==> config.mk <==
export PLATFORM = sky130hd
export DESIGN_NAME = cmp_arbiter
export DESIGN_NICKNAME = d
export VERILOG_FILES = /design/src/rtl/cmp_arbiter.sv
export SDC_FILE = /design/constraint.sdc
export NUM_CORES = 1
export LEC_CHECK = 0
export ABC_CLOCK_PERIOD_IN_PS = 2300
export BUFFER_PORTS_ARGS = -buffer_cell sky130_fd_sc_hd__buf_2
export CAP_MARGIN = 5
export CORE_UTILIZATION = 42
export DETAILED_ROUTE_END_ITERATION = 8
export PLACE_DENSITY = 0.77
export SYNTH_ARGS = -nofsm -noshare
export SYNTH_HDL_FRONTEND = slang
export SYNTH_SLANG_ARGS = --single-unit
==> constraint.sdc <==
create_clock -name clk -period 2.3 [get_ports clk]
set_input_delay 0.46 -clock clk [delete_from_list [all_inputs] [get_ports clk]]
set_output_delay 0.46 -clock clk [all_outputs]
set_load 0.05 [all_outputs]
==> src/rtl/cmp_arbiter.sv <==
// cmp_arbiter: round-robin sharing of the branch comparator between two
// requesters (port 0 branch resolution, port 1 slt/sltu/compare path).
//
// Ports:
//   clk, rst                 clock, asynchronous active-high reset
//   reqN_valid/ready         request handshake, N = 0,1
//   reqN_op/a/b/tag          compare op, operands, opaque tag
//   rspN_valid/ready         response handshake
//   rspN_br_en/tag           compare result and returned tag
//   cmp_op/a/b               operands presented to the comparator
//   cmp_br_en                comparator result
//   grant_cnt0/1             saturating grant counters
//
// Optional feature macro: CMP_ARB_STATS_EN adds STAT_W and grant_cnt0/1.

module cmp_arbiter #(
    parameter int TAG_W = 4
`ifdef CMP_ARB_STATS_EN
    , parameter int STAT_W = 16
`endif
) (
    input  logic             clk,
    input  logic             rst,
    input  logic             req0_valid,
    output logic             req0_ready,
    input  logic [2:0]       req0_op,
    input  logic [31:0]      req0_a,
    input  logic [31:0]      req0_b,
    input  logic [TAG_W-1:0] req0_tag,
    input  logic             req1_valid,
    output logic             req1_ready,
    input  logic [2:0]       req1_op,
    input  logic [31:0]      req1_a,
    input  logic [31:0]      req1_b,
    input  logic [TAG_W-1:0] req1_tag,
    output logic             rsp0_valid,
    input  logic             rsp0_ready,
    output logic             rsp0_br_en,
    output logic [TAG_W-1:0] rsp0_tag,
    output logic             rsp1_valid,
    input  logic             rsp1_ready,
    output logic             rsp1_br_en,
    output logic [TAG_W-1:0] rsp1_tag,
    output logic [2:0]       cmp_op,
    output logic [31:0]      cmp_a,
    output logic [31:0]      cmp_b,
    input  logic             cmp_br_en
`ifdef CMP_ARB_STATS_EN
    ,
    output logic [STAT_W-1:0] grant_cnt0,
    output logic [STAT_W-1:0] grant_cnt1
`endif
);

    typedef enum logic [1:0] {
        IDLE,
        CMP,
        RESP
    } state_t;

    state_t           state_q;
    logic             rr_q;
    logic             port_q;
    logic             res_q;
    logic             rsp0_v_q;
    logic             rsp1_v_q;
    logic [2:0]       op_q;
    logic [31:0]      a_q;
    logic [31:0]      b_q;
    logic [TAG_W-1:0] tag_q;

    logic gnt0;
    logic gnt1;
    logic rsp_hs;
    logic op_illegal;

    // Port 0 wins when alone or when both request and rr_q points at it.
    always_comb begin
        gnt0 = 1'b0;
        gnt1 = 1'b0;
        if (state_q == IDLE) begin
            if (req0_valid && (!req1_valid || !rr_q)) begin
                gnt0 = 1'b1;
            end else if (req1_valid) begin
                gnt1 = 1'b1;
            end
        end
    end

    assign req0_ready = gnt0;
    assign req1_ready = gnt1;

    assign rsp_hs = (rsp0_v_q && rsp0_ready)
                 || (rsp1_v_q && rsp1_ready);

    // funct3 010/011 have no branch meaning.
    assign op_illegal = (op_q[2:1] == 2'b01);

    always_ff @(posedge clk or posedge rst) begin
        if (rst) begin
            state_q  <= IDLE;
            rr_q     <= 1'b0;
            port_q   <= 1'b0;
            res_q    <= 1'b0;
            rsp0_v_q <= 1'b0;
            rsp1_v_q <= 1'b0;
            op_q     <= '0;
            a_q      <= '0;
            b_q      <= '0;
            tag_q    <= '0;
        end else begin
            unique case (state_q)
                IDLE: begin
                    if (gnt0 || gnt1) begin
                        op_q    <= gnt1 ? req1_op  : req0_op;
                        a_q     <= gnt1 ? req1_a   : req0_a;
                        b_q     <= gnt1 ? req1_b   : req0_b;
                        tag_q   <= gnt1 ? req1_tag : req0_tag;
                        port_q  <= gnt1;
                        state_q <= CMP;
                    end
                end
                CMP: begin
                    res_q    <= op_illegal ? 1'b0 : cmp_br_en;
                    rsp0_v_q <= !port_q;
                    rsp1_v_q <= port_q;
                    state_q  <= RESP;
                end
                RESP: begin
                    if (rsp_hs) begin
                        rsp0_v_q <= 1'b0;
                        rsp1_v_q <= 1'b0;
                        rr_q     <= ~port_q;
                        state_q  <= IDLE;
                    end
                end
                default: begin
                    state_q <= IDLE;
                end
            endcase
        end
    end

    assign cmp_op     = op_q;
    assign cmp_a      = a_q;
    assign cmp_b      = b_q;
    assign rsp0_valid = rsp0_v_q;
    assign rsp1_valid = rsp1_v_q;
    assign rsp0_br_en = res_q;
    assign rsp1_br_en = res_q;
    assign rsp0_tag   = tag_q;
    assign rsp1_tag   = tag_q;

`ifdef CMP_ARB_STATS_EN
    logic [STAT_W-1:0] cnt0_q;
    logic [STAT_W-1:0] cnt1_q;
    logic [STAT_W-1:0] cnt0_d;
    logic [STAT_W-1:0] cnt1_d;

    // Counters stick at all-ones instead of wrapping.
    always_comb begin
        cnt0_d = cnt0_q;
        cnt1_d = cnt1_q;
        if (gnt0 && (cnt0_q != '1)) cnt0_d = cnt0_q + 1'b1;
        if (gnt1 && (cnt1_q != '1)) cnt1_d = cnt1_q + 1'b1;
    end

    always_ff @(posedge clk or posedge rst) begin
        if (rst) begin
            cnt0_q <= '0;
            cnt1_q <= '0;
        end else begin
            cnt0_q <= cnt0_d;
            cnt1_q <= cnt1_d;
        end
    end

    assign grant_cnt0 = cnt0_q;
    assign grant_cnt1 = cnt1_q;
`endif

endmodule

# Word-level counts from Yosys, hierarchy flattened
# Cells that the tools add are included.
dict set report totals {
  word_cells 47
  register_bits 78
  in_bits 149
}
dict set report op_classes {
  bitwise_logic 1
  reduce_logical 15
  eq_ne 5
  mux 16
}
# cell count
set ops {}
lappend ops {{$mux W32} 2}
lappend ops {{$reduce_and A2 Y1} 4}
lappend ops {{$mux W1} 7}
lappend ops {{$pmux W2 S3} 1}
lappend ops {{$eq A2 B1 Y1 const B} 2}
lappend ops {{$mux W2} 2}
lappend ops {{$mux W4} 1}
lappend ops {{$pmux W1 S2} 2}
lappend ops {{$logic_and A1 B1 Y1} 3}
lappend ops {{$logic_not A1 Y1} 3}
lappend ops {{$logic_or A1 B1 Y1} 3}
lappend ops {{$mux W3} 1}
lappend ops {{$eq A2 B2 Y1 const B} 1}
lappend ops {{$logic_not A2 Y1} 1}
lappend ops {{$ne A2 B1 Y1 const B} 1}
lappend ops {{$ne A2 B2 Y1 const B} 1}
lappend ops {{$reduce_bool A2 Y1} 1}
lappend ops {{$not A1 Y1} 1}

# Logic depth before layout (Yosys ltp)
# Gate-level depths: netlist (run 1).
dict set report depth {
  ltp_word 8
  depth_mapped 6
  mapped_depth_nobuf 3
}

# Worst setup path after synthesis (run 1)
# OpenSTA, ideal clock, no wires.
dict set report synth_timing {
  kind {input -> output}
  from {input port req1_valid}
  to {output port req1_ready}
  required_time_ns 1.840
  arrival_ns 1.223
  path_stages 5
  path_slack_ns 0.617
  cell_sequence {nor3b_2 buf_6 and2_4 buf_8 buf_12}
}
dict set report synth_via {
  elab_chain_cells 5
  elab_cells_between_ends 6
}
# element line
set synth_rtl {}
lappend synth_rtl {{from (decl)} 30} ;# input logic req1_valid,
lappend synth_rtl {{$logic_not A1 Y1} 82} ;# if (req0_valid && (!req1_valid || !rr_q)) begin
lappend synth_rtl {{$logic_or A1 B1 Y1} 82}
lappend synth_rtl {{$logic_and A1 B1 Y1} 82}
lappend synth_rtl {{$mux W1 *} 82}
lappend synth_rtl {{$mux W1 *} 81} ;# if (state_q == IDLE) begin
lappend synth_rtl {{to (decl)} 31} ;# output logic req1_ready,
# Every way passes the cells marked *; elsewhere a longest branch is shown, timed or not.

# Worst setup path in the final report (run 1)
dict set report layout_timing {
  from {register state_q[1]}
  to {output port req0_ready}
}
dict set report layout_via {
  elab_chain_cells 2
}
# element line
set layout_rtl {}
lappend layout_rtl {{from (decl)} 61} ;# state_t state_q;
lappend layout_rtl {{from (signal assigned)} 101} ;# state_q <= IDLE;
lappend layout_rtl {{from (signal assigned)} 120} ;# state_q <= CMP;
lappend layout_rtl {{from (signal assigned)} 127} ;# state_q <= RESP;
lappend layout_rtl {{$logic_not A2 Y1} 81}
lappend layout_rtl {{$mux W1} 81}
lappend layout_rtl {{to (decl)} 25} ;# output logic req0_ready,
# No other way between the ends.

==> results.md, run 1 <==
| Result | This run |
| --- | --- |
| Placed Area | 5720 µm² |
| Vias per cell | 5.44 |
| Post-layout instance area | 5880 µm² |
| Wire length of the first global-routing pass | 20,200 µm |
| Sequential fraction of design power | 0.257 |
| Number of H-tree levels | 3 |
| Number of nets still failing antenna checks after routing | 0 |
| Die ar. | 11,400 µm² |
| Sequential area share after synthesis | 0.425 |
| Net switching share of the total power | 0.563 |
| Maximum vdd drop | 868 µV |
| Number of buffers inserted by hold repair at cts | 0 |
| Instance count of the mapped netlist | 446 |
| Initial core utilization | 0.439 |
| Clock sinks | 78 |
| Global route total overflow | 0 |
| Number of primary I/O pins | 230 |
| Share of the synthesized area in the top cell type | 0.425 |
| Maximum frequency from static timing analysis | 0.488 GHz |
| Category of the worst setup path capture point | output port |
| Status | complete, no violations |
| Count of max-cap constraint violations | 0 |
| Slew Viols, Final | 0 |
| DRC violation count after routing | 0 |
| Fillers | 940 |
| Ratio of cells with drive above 1 in the final layout | 0.504 |
| Width of the chip | 107 µm |
| Pwr/cell area | 1660 nW/µm² |
| Last weighted congestion value of the routability-driven placer | 0.773 |
| Number of port buffers | 229 |
| Post-layout total power | 9.74 mW |
| Clock tree buffer depth | 2 |
| Synth Cell Area | 4600 µm² |
| Number of synthesized flops with an enable pin | 0 |
| Max_slew headroom | 0.488 |
| Routed via count | 4,256 |
| Final Core Density | 0.562 |
| Area contributors post-synth | sky130_fd_sc_hd__dfrtp_1 42%, sky130_fd_sc_hd__o311ai_2 24%, sky130_fd_sc_hd__o21ai_0 8.2% |
| Total count of hold-check failures in the final report | 0 |
| List of most frequent post-synthesis cells | 78 x sky130_fd_sc_hd__dfrtp_1, 77 x sky130_fd_sc_hd__inv_1, 75 x sky130_fd_sc_hd__o21ai_0 |
| Worst Max-Slew Pin Slew | 0.767 ns |
| # setup viols final | 0 |
| Number of antenna repair diodes | 0 |
| Cells after DPL | 769 |
| CP Data Arrival Time | 1.59 ns |
| Largest net degree at the start of global routing | 79 |
| Core outline area | 10,500 µm² |
| Shortest period the worst path allows | 2.05 ns |
| Insertion delay of the later-clocked pin in the worst-skew pair | 0.34 ns |
| Type of the worst setup path | register to output port |
| CTS tree | built |
| Sort of element at the start of the critical path | register |
| Leakage power total | 2.84 nW |
| Clock skew after layout | 0.0103 ns |
| Via count of the first global-routing pass | 4,244 |
| Count leader, synth | sky130_fd_sc_hd__dfrtp_1 |
| Proportion of register bits with asynchronous set or reset after synthesis | 1.00 |
| Flip-flop and latch count after synthesis | 78 |
| Clock-pin transition on the worst setup and hold timing paths | 0.08 ns |
| Average size of a mapped cell | 10.3 µm² |
| Worst min path class | input pin to async pin |
| Maximum fanout count along the critical path | 7 |
| Synthesized net count | 595 |
| Required time of the critical path | 1.84 ns |
| Largest area contributor in the synthesized netlist | sky130_fd_sc_hd__dfrtp_1 |
| Setup Fix Bufs, Post-CTS | 0 |
| Non-filler cells in the finished layout | 783 |
| Post_cts resized | 0 |
| Buffer cell driving the clock tree root | sky130_fd_sc_hd__clkbuf_8 |
| Combinational power share | 0.652 |
| Yosys Warn Count | 0 |
| Internal power contribution | 4.26 mW |
| Overall track demand over capacity in global routing | 0.223 |
| Detailed Route WL | 12,600 µm |
| Commonest register cell after synthesis | sky130_fd_sc_hd__dfrtp_1 |
| Share of the cycle needed by the critical path after routing | 0.890 |
| Net Sw Power | 5.48 mW |
| Row count | 37 |
| Synthesis-to-layout area growth | 27.9% |
| Detailed-placement wirelength estimate | 8420 µm |
| Num CTS Buffers | 9 |
| Unrepaired setup endpoints after global routing | no |
| Clk network pwr share | 0.091 |
| Detail-routed net length per standard cell | 16.1 µm |
| Setup TNS | 0 ns |
| Count of TritonRoute iterations in the first routing pass | 4 |
| Detailed Route Iter0 Violations | 296 |
| Fin nets | 793 |
| Overall die height | 107 µm |
| Count of cell types in the netlist | 24 |
| Antenna violations before repair | 0 |
==> registers in the layout (all words and copies together) (netlist names) <==
| register | count |
|---|---|
| rsp0_valid | 1 |
| rsp1_valid | 1 |
| port_q | 1 |
| rsp0_br_en | 1 |
| state_q | 2 |
| cmp_op | 3 |
| cmp_a | 32 |
| rr_q | 1 |
| rsp0_tag | 4 |
| cmp_b | 32 |
==> layer usage <==
layer / vias up / share of wire / track usage
li1: 1984 / - / -
met5: - / 0 / 0
met2: 177 / 0.52 / 0.401
met1: 2081 / 0.41 / 0.264
met3: 14 / 0.060 / 0.0377
met4: 0 / 0.013 / 0.0822
==> final timing paths <==
path	startpoint	to	slack (ns)	cells after the start
hold / removal	rst	cmp_b[27]$_DFFE_PP0P_	0.21	3
setup / recovery	state_q[1]$_DFFE_PP0P_	req0_ready	0.25	3
setup reg to reg	state_q[1]$_DFFE_PP0P_	cmp_a[29]$_DFFE_PP0P_	0.58	4
max in group asynchronous	rst	rsp0_valid$_DFFE_PP0P_	1.73	3
min in group clk	req1_a[14]	cmp_a[14]$_DFFE_PP0P_	0.38	3
hold reg to reg	port_q$_DFFE_PP0P_	rr_q$_DFFE_PP0P_	0.52	1
==> metrics by stage <==
| stage | hold slack (ns) | setup WS (ns) |
|---|---|---|
| 6_report | 0.207 | 0.252 |
| 5_1_grt | 0.265 | 0.188 |
| 4_1_cts | 0.242 | 0.230 |
| 3_5_place_dp | 0.508 | 0.444 |
| 3_3_place_gp | 0.488 | 0.482 |
| 2_1_floorplan | 0.475 | 0.617 |
==> cell families after synthesis <==
| group | count (synthesis) | share of synthesized area |
|---|---|---|
| buf+inv | 128 | 0.140 |
| compound gates | 154 | 0.340 |
| flops | 78 | 0.425 |
| simple gates | 86 | 0.0956 |
==> area by class of cell <==
type | count | area [µm²] | area share
multi-input combinational | 240 | 2030 | 0.345
sequential | 78 | 1950 | 0.332
timing repair buffer | 238 | 1280 | 0.217
inverter | 77 | 293 | 0.0498
tap | 136 | 170 | 0.0290
clock buffer | 12 | 145 | 0.0247
clock inverter | 2 | 10.0 | 0.00170
==> cells in the final DEF (no fill, tap or decap), drive strengths merged, types with 2 or more instances in the layout <==
master	count
buf	238
dfrtp	78
o21ai	77
inv	76
nand3	72
o311ai	71
clkbuf	12
nor2	4
nand2	3
nand2b	3
o22ai	2
a21oi	2
clkinv	2
==> critical path: stages, from the launching register on <==
cell	delay (ns)
sky130_fd_sc_hd__dfrtp_1	0.48
sky130_fd_sc_hd__nor2_1	0.26
sky130_fd_sc_hd__and3_1	0.24
sky130_fd_sc_hd__buf_2	0.28
==> power by group through the flow <==
stage          combinational (mW)  sequential [mW]  clock [mW]
2_1_floorplan                2.82             4.78           0
3_3_place_gp                 6.25             2.49           0
3_5_place_dp                 6.40             2.53           0
4_1_cts                      6.39             2.51       0.919
5_1_grt                      6.75             2.58       0.964
6_report                     6.35             2.50       0.884
(Power assumes the default switching activity.)
==> inputs of run 2 (changes only) <==
--- a/config.mk
+++ b/config.mk
@@ -7,10 +7,11 @@
 export LEC_CHECK = 0
 export ABC_CLOCK_PERIOD_IN_PS = 2300
 export BUFFER_PORTS_ARGS = -buffer_cell sky130_fd_sc_hd__buf_2
-export CAP_MARGIN = 5
 export CORE_UTILIZATION = 42
 export DETAILED_ROUTE_END_ITERATION = 8
+export GPL_TIMING_DRIVEN = 0
 export PLACE_DENSITY = 0.77
+export REMOVE_ABC_BUFFERS = 1
 export SYNTH_ARGS = -nofsm -noshare
 export SYNTH_HDL_FRONTEND = slang
 export SYNTH_SLANG_ARGS = --single-unit
==> results.md, run 2 (synthesis results as in run 1) <==
| Result | This run | vs previous |
| --- | --- | --- |
| Required time of the critical path | 1.84 ns | about the same |
| Pwr/cell area | 1670 nW/µm² | +0.68% |
| Ratio of cells with drive above 1 in the final layout | 0.510 | +0.00612 |
| Slew Viols, Final | 0 | unchanged |
| DRC violation count after routing | 0 | unchanged |
| Vias per cell | 5.52 | +1.5% |
| Fin nets | 798 | +0.63% |
| Post-layout total power | 10.0 mW | +3.1% |
| Insertion delay of the later-clocked pin in the worst-skew pair | 0.34 ns | about the same |
| # setup viols final | 0 | unchanged |
| Detailed Route WL | 13,600 µm | +8.1% |
| Clock tree buffer depth | 2 | unchanged |
| Detailed Route Iter0 Violations | 315 | +6.4% |
| Post-route setup slack | 0.0765 ns | -0.175 ns |
| Number of H-tree levels | 3 | unchanged |
| Detail-routed net length per standard cell | 17.3 µm | +7.5% |
| Largest net degree at the start of global routing | 66 | -16% |
| Count of TritonRoute iterations in the first routing pass | 4 | unchanged |
| Global routing usage on met2 | 0.425 | +0.0235 |
| Clk network pwr share | 0.090 | about the same |
| Worst Max-Slew Pin Slew | 0.971 ns | +0.203 ns |
| Footprint of the multi-input gates | 2050 µm² | +1.0% |
| Number of primary I/O pins | 230 | unchanged |
| Origin of the critical flop-to-flop path | state_q[1]$_DFFE_PP0P_ |  |
| Met1 track utilization from global routing | 0.289 | +0.0250 |
| Most frequent cells in the layout | 228 x sky130_fd_sc_hd__buf_2, 78 x sky130_fd_sc_hd__dfrtp_1, 76 x sky130_fd_sc_hd__inv_1, 75 x sky130_fd_sc_hd__o21ai_0, 72 x sky130_fd_sc_hd__nand3_1 |  |
| Peak per-stage delay on the critical path | 0.48 ns | about the same |
| Leakage power total | 2.91 nW | +2.6% |
| Register area | 1950 µm² | unchanged |
| Sequential fraction of design power | 0.246 | -0.011 |
| Final Core Density | 0.575 | +0.0135 |
| Die ar. | 11,400 µm² | unchanged |
| Cells after DPL | 770 | +0.13% |
| Clock-pin transition on the worst setup and hold timing paths | 0.08 ns | about the same |
| Most frequent standard cell in the layout excluding fill and tap cells | sky130_fd_sc_hd__buf_2 |  |
| Non-filler cells in the finished layout | 787 | +0.51% |
| Routed via count | 4,342 | +2.0% |
| Worst min path class | input pin to async pin |  |
| Combinational power share | 0.664 | +0.012 |
| Maximum frequency from static timing analysis | 0.450 GHz | -7.9% |
| Net Sw Power | 5.59 mW | +1.9% |
| Share of the cycle needed by the critical path after routing | 0.967 | +0.0763 |
| Status | complete, no violations |  |
| Category of the worst setup path capture point | output port |  |
| Global route total overflow | 0 | unchanged |
| Sequence of cells on the critical path | nor3b_4 > buf_12 > and2_4 > clkbuf_4 |  |
| Internal power contribution | 4.46 mW | +4.6% |
| Clock sinks | 78 | unchanged |
| Worst Hold Margin | 0.0326 ns | -0.174 ns |
| Wire length of the first global-routing pass | 21,800 µm | +7.5% |
| Shortest period the worst path allows | 2.22 ns | +0.175 ns |
| Count of max-cap constraint violations | 0 | unchanged |
| Critical Path Start | state_q[1]$_DFFE_PP0P_ |  |
| Synthesis-to-layout area growth | 30.9% |  |
| Overall track demand over capacity in global routing | 0.243 | +0.0201 |
| Width of the chip | 107 µm | unchanged |
| Last weighted congestion value of the routability-driven placer | 0.762 | -1.4% |
| Buffer cell driving the clock tree root | sky130_fd_sc_hd__clkbuf_8 |  |
| Fillers | 934 | -0.64% |
| Type of the worst setup path | register to output port |  |
| Number of buffers and inverters on the critical path | 2 | +1 |
| CTS tree | built |  |
| Net switching share of the total power | 0.556 | -0.00649 |
| Row count | 37 | unchanged |
| Max_slew headroom | 0.350 | -0.138 |
| Unrepaired setup endpoints after global routing | no |  |
| Core outline area | 10,500 µm² | unchanged |
| Detailed-placement wirelength estimate | 9310 µm | +11% |
| Number of port buffers | 229 | unchanged |
| Maximum vdd drop | 1010 µV | +17% |
| Num CTS Buffers | 9 | unchanged |
| Pre-CTS setup slack | -1.12 ns | -1.57 ns |
| Antenna violations before repair | 0 | unchanged |
| Slowest cell on the critical path | sky130_fd_sc_hd__dfrtp_1 |  |
| Number of antenna repair diodes | 0 | unchanged |
| Most crowded layer after global routing | met2 |  |
| CP Data Arrival Time | 1.76 ns | +0.17 ns |
| Number of nets still failing antenna checks after routing | 0 | unchanged |
| Clock skew after layout | 0.00933 ns | -0.000924 ns |
| Sort of element at the start of the critical path | register |  |
| Total count of hold-check failures in the final report | 0 | unchanged |
| Maximum fanout count along the critical path | 24 | +17 |
| Overall die height | 107 µm | unchanged |
| Global-route track usage on met3 | 0.0498 | +0.0122 |
| Via count of the first global-routing pass | 4,485 | +5.7% |
| Initial core utilization | 0.439 | unchanged |
| Largest delay share family, worst path | simple AND/OR/NAND/NOR gates |  |
-- run 2: cell types whose count changed in the layout (fill, tap and decap cells not counted), sizes merged --
cell	delta
clkinvlp	-1
inv	+1
buf	+2
and2	+2
-- run 2: layout make-up --
type	instances	area share
clock buffers	11	0.0252
clock inverters	2	0.00166
inverters	77	0.0485
multi-input cells	242	0.341
flip-flops and latches	78	0.324
well taps	136	0.0283
repair buffers	241	0.231
-- run 2: path summary, 6_finish.rpt --
kind | to | slack, ns | depth (start not counted)
worst max-delay path | req1_ready | 0.08 | 4
worst min-delay path | cmp_b[27]$_DFFE_PP0P_ | 0.03 | 2
worst max register to register | cmp_a[1]$_DFFE_PP0P_ | 0.32 | 4
worst min register to register | cmp_a[28]$_DFFE_PP0P_ | 0.51 | 2
max in group asynchronous | cmp_a[13]$_DFFE_PP0P_ | 1.67 | 3
min in group clk | cmp_b[31]$_DFFE_PP0P_ | 0.37 | 3
-- run 2: metal layers --
metal,vias to the layer above,share of wire
met5,-,0
met4,0,0.025
met3,32,0.067
met2,200,0.50
met1,2108,0.41
li1,2002,-
-- run 2: what timing repair did --
item / 4_1_cts / 5_1_grt
setup endpoints to repair: 72 / 1
hold buffers: 0 / 0
setup buffers: 2 / 0
pin swaps: 1 / 0
resized for setup: 2 / 2
cloned: 2 / 0
-- run 2: metrics by stage --
stage | setup TNS, ns | instance area [µm²]
detailed placement | -42.57 | 5810
floorplan | -221.19 | 4240
global route | 0 | 6020
finish | 0 | 6020
CTS | 0 | 6010
global placement | -419.07 | 5560
-- run 2: power groups by stage --
stage	sequential, mW	combinational, mW	clock (mW)
4_1_cts	2.47	6.68	0.928
6_report	2.47	6.67	0.905
2_1_floorplan	4.94	2.10	0
3_3_place_gp	2.42	5.70	0
3_5_place_dp	2.49	6.60	0
5_1_grt	2.55	7.03	0.988
==> inputs of run 3 (changes only) <==
==> config.mk (replaced) <==
export PLATFORM = sky130hd
export DESIGN_NAME = cmp_arbiter
export DESIGN_NICKNAME = d
export VERILOG_FILES = /design/src/rtl/cmp_arbiter.sv
export SDC_FILE = /design/constraint.sdc
export NUM_CORES = 1
export LEC_CHECK = 0
export ABC_CLOCK_PERIOD_IN_PS = 2500
export BUFFER_PORTS_ARGS = -buffer_cell sky130_fd_sc_hd__buf_2
export CORE_UTILIZATION = 47
export DETAILED_ROUTE_END_ITERATION = 8
export GPL_TIMING_DRIVEN = 0
export PLACE_DENSITY = 0.82
export REMOVE_ABC_BUFFERS = 1
export SKIP_LAST_GASP = 1
export SYNTH_ARGS = -nofsm -noshare
export SYNTH_HDL_FRONTEND = slang
export SYNTH_SLANG_ARGS = --single-unit
==> constraint.sdc (replaced) <==
create_clock -name clk -period 2.5 [get_ports clk]
set_input_delay 0.5 -clock clk [delete_from_list [all_inputs] [get_ports clk]]
set_output_delay 0.5 -clock clk [all_outputs]
set_load 0.05 [all_outputs]
==> results.md, run 3 (synthesis results as in run 1) <==
| Result | This run | vs previous |
| --- | --- | --- |
| Clock skew after layout | 0.0127 ns | +0.00341 ns |
| Number of port buffers | 229 | unchanged |
| Max_slew headroom | 0.203 | -0.147 |
| Last weighted congestion value of the routability-driven placer | 0.770 | +1.0% |
| Detailed Route WL | 13,900 µm | +1.7% |
| Flop-to-flop setup slack | 0.18 ns | -0.14 ns |
| Global route total overflow | 0 | unchanged |
| Number of primary I/O pins | 230 | unchanged |
| Worst Max-Slew Pin Slew | 1.20 ns | +0.225 ns |
| # setup viols final | 0 | unchanged |
| Unrepaired setup endpoints after global routing | no |  |
| Net Sw Power | 5.21 mW | -6.7% |
| Total count of hold-check failures in the final report | 0 | unchanged |
| Pwr/cell area | 1570 nW/µm² | -6.2% |
| Core outline area | 9370 µm² | -10% |
| Sequential fraction of design power | 0.241 | -0.005 |
| Category of the worst setup path capture point | register |  |
| Most frequent cells in the layout | 229 x sky130_fd_sc_hd__buf_2, 78 x sky130_fd_sc_hd__dfrtp_1, 76 x sky130_fd_sc_hd__inv_1, 75 x sky130_fd_sc_hd__o21ai_0, 72 x sky130_fd_sc_hd__nand3_1 |  |
| Count of max-cap constraint violations | 0 | unchanged |
| Wire length of the first global-routing pass | 22,000 µm | +1.2% |
| Overall die height | 101 µm | -5.4% |
| Fin nets | 799 | +0.13% |
| Initial core utilization | 0.490 | +0.0511 |
| Maximum fanout count along the critical path | 36 | +50% |
| Detailed-placement wirelength estimate | 9160 µm | -1.6% |
| Width of the chip | 101 µm | -5.4% |
| Number of H-tree levels | 3 | unchanged |
| Status | complete, no violations |  |
| Clk network pwr share | 0.113 | +0.023 |
| Maximum frequency from static timing analysis | 0.431 GHz |  |
| Terminus of the critical flop-to-flop path | cmp_a[15]$_DFFE_PP0P_ |  |
| Detailed Route Iter0 Violations | 150 | -52% |
| Overall track demand over capacity in global routing | 0.281 | +0.0378 |
| Setup TNS | 0 ns | unchanged |
| Slew Viols, Final | 0 | unchanged |
| Peak per-stage delay on the critical path | 0.98 ns | +0.50 ns |
| Insertion delay of the later-clocked pin in the worst-skew pair | 0.35 ns | about the same |
| DRC violation count after routing | 0 | unchanged |
| Clock tree buffer depth | 2 | unchanged |
| Internal power contribution | 4.26 mW | -4.4% |
| Origin of the critical flop-to-flop path | rr_q$_DFFE_PP0P_ |  |
| Net switching share of the total power | 0.550 | -0.00613 |
| Largest net degree at the start of global routing | 46 | -30% |
| Sort of element at the start of the critical path | register |  |
| Non-filler cells in the finished layout | 784 | -0.38% |
| Critical Path Start | rr_q$_DFFE_PP0P_ |  |
| Largest delay share family, worst path | simple AND/OR/NAND/NOR gates |  |
| Share of the cycle needed by the critical path after routing | 0.928 |  |
| Worst Hold Margin | 0.183 ns | +0.150 ns |
| Routed via count | 4,465 | +2.8% |
| Via count of the first global-routing pass | 4,419 | -1.5% |
| Synthesis-to-layout area growth | 31.6% |  |
| Final Core Density | 0.645 | +0.0702 |
| Count of TritonRoute iterations in the first routing pass | 4 | unchanged |
| Row count | 35 | -5.4% |
| Detail-routed net length per standard cell | 17.7 µm | +2.1% |
| Antenna violations before repair | 0 | unchanged |
| Slowest cell on the critical path | sky130_fd_sc_hd__and2_2 |  |
| Number of buffers and inverters on the critical path | 1 | -1 |
| Required time of the critical path | 2.68 ns | +0.84 ns |
| Vias per cell | 5.70 | +3.2% |
| Worst min path class | input pin to async pin |  |
| CTS tree | built |  |
| Most frequent standard cell in the layout excluding fill and tap cells | sky130_fd_sc_hd__buf_2 |  |
| Type of the worst setup path | register to register |  |
| Worst reg-to-reg path cell count | 4 | unchanged |
| Number of antenna repair diodes | 0 | unchanged |
| Leakage power total | 2.93 nW | +0.48% |
| Ratio of cells with drive above 1 in the final layout | 0.511 | +0.00147 |
| Cells after DPL | 763 | -0.91% |
| Clock sinks | 78 | unchanged |
| Maximum vdd drop | 733 µV | -28% |
| Sequence of cells on the critical path | nand2b_4 > buf_12 > and2_2 > o311ai_2 |  |
| Combinational power share | 0.645 | -0.019 |
| Number of nets still failing antenna checks after routing | 0 | unchanged |
| Buffer cell driving the clock tree root | sky130_fd_sc_hd__clkbuf_8 |  |
| Num CTS Buffers | 9 | unchanged |
| Die ar. | 10,200 µm² | -10% |
| Shortest period the worst path allows | 2.32 ns |  |
| Clock-pin transition on the worst setup and hold timing paths | 0.08 ns | about the same |
| CP Data Arrival Time | 2.50 ns | +0.74 ns |
[run 3: cell count changes in the layout (fill, tap and decap cells not counted), sizes merged]
cell	delta
clkbuf	-1
nand2b	+1
buf	+1
inv	+1
clkinvlp	+1
clkinv	-1
bufinv	+2
[run 3: repair_timing]
| item | 4_1_cts | 5_1_grt |
|---|---|---|
| endpoints found under the hold margin | 0 | 0 |
| resized for setup | 1 | 0 |
| buffers inserted | 2 | 0 |
| endpoints found under the setup margin | 72 | 0 |
| hold buffers | 0 | 0 |
[run 3: power groups by stage]
stage / clock (mW) / sequential, mW / combinational (mW)
after CTS: 1.11 / 2.28 / 6.12
after floorplan: 0 / 4.55 / 1.99
after detailed placement: 0 / 2.30 / 6.04
after global routing: 1.16 / 2.36 / 6.47
after global placement: 0 / 2.25 / 5.28
final: 1.07 / 2.29 / 6.11
[run 3: worst max path at each step]
| stage | end | cells after the start | slack (ns) |
|---|---|---|---|
| after detailed placement | req1_ready | 5 | -1.11 |
| after global placement | cmp_a[29]$_DFFE_PP0P_ | 3 | -4.47 |
| after global routing | cmp_a[19]$_DFFE_PP0P_ | 4 | 0.06 |
| after floorplan | cmp_a[28]$_DFFE_PP0P_ | 2 | -2.81 |
| final | cmp_a[15]$_DFFE_PP0P_ | 4 | 0.18 |
| after CTS | req1_ready | 4 | 0.21 |
[run 3: area by class of cell]
class | instances | area [µm²]
fill | 805 | 3320
inverter | 77 | 292
clock buffer | 11 | 141
clock inverter | 5 | 81.3
timing repair buffer | 241 | 1360
tap | 129 | 161
sequential | 78 | 1950
multi-input combinational | 243 | 2060
[run 3: stage by stage]
| stage | setup WS, ns | area [µm²] | total power, mW |
|---|---|---|---|
| after floorplan | -2.81 | 4240 | 6.53 |
| after CTS | 0.205 | 6050 | 9.51 |
| after detailed placement | -1.11 | 5780 | 8.34 |
| after global placement | -4.47 | 5550 | 7.53 |
| after global routing | 0.0576 | 6050 | 9.99 |
| final | 0.181 | 6050 | 9.47 |
[run 3: routing by layer]
layer  vias up  share of wire  global-route usage
met1      2166           0.40               0.349
li1       2010              -                   -
met2       247           0.50               0.462
met4         0          0.031               0.127
met5         -              0                   0
met3        42          0.077              0.0687
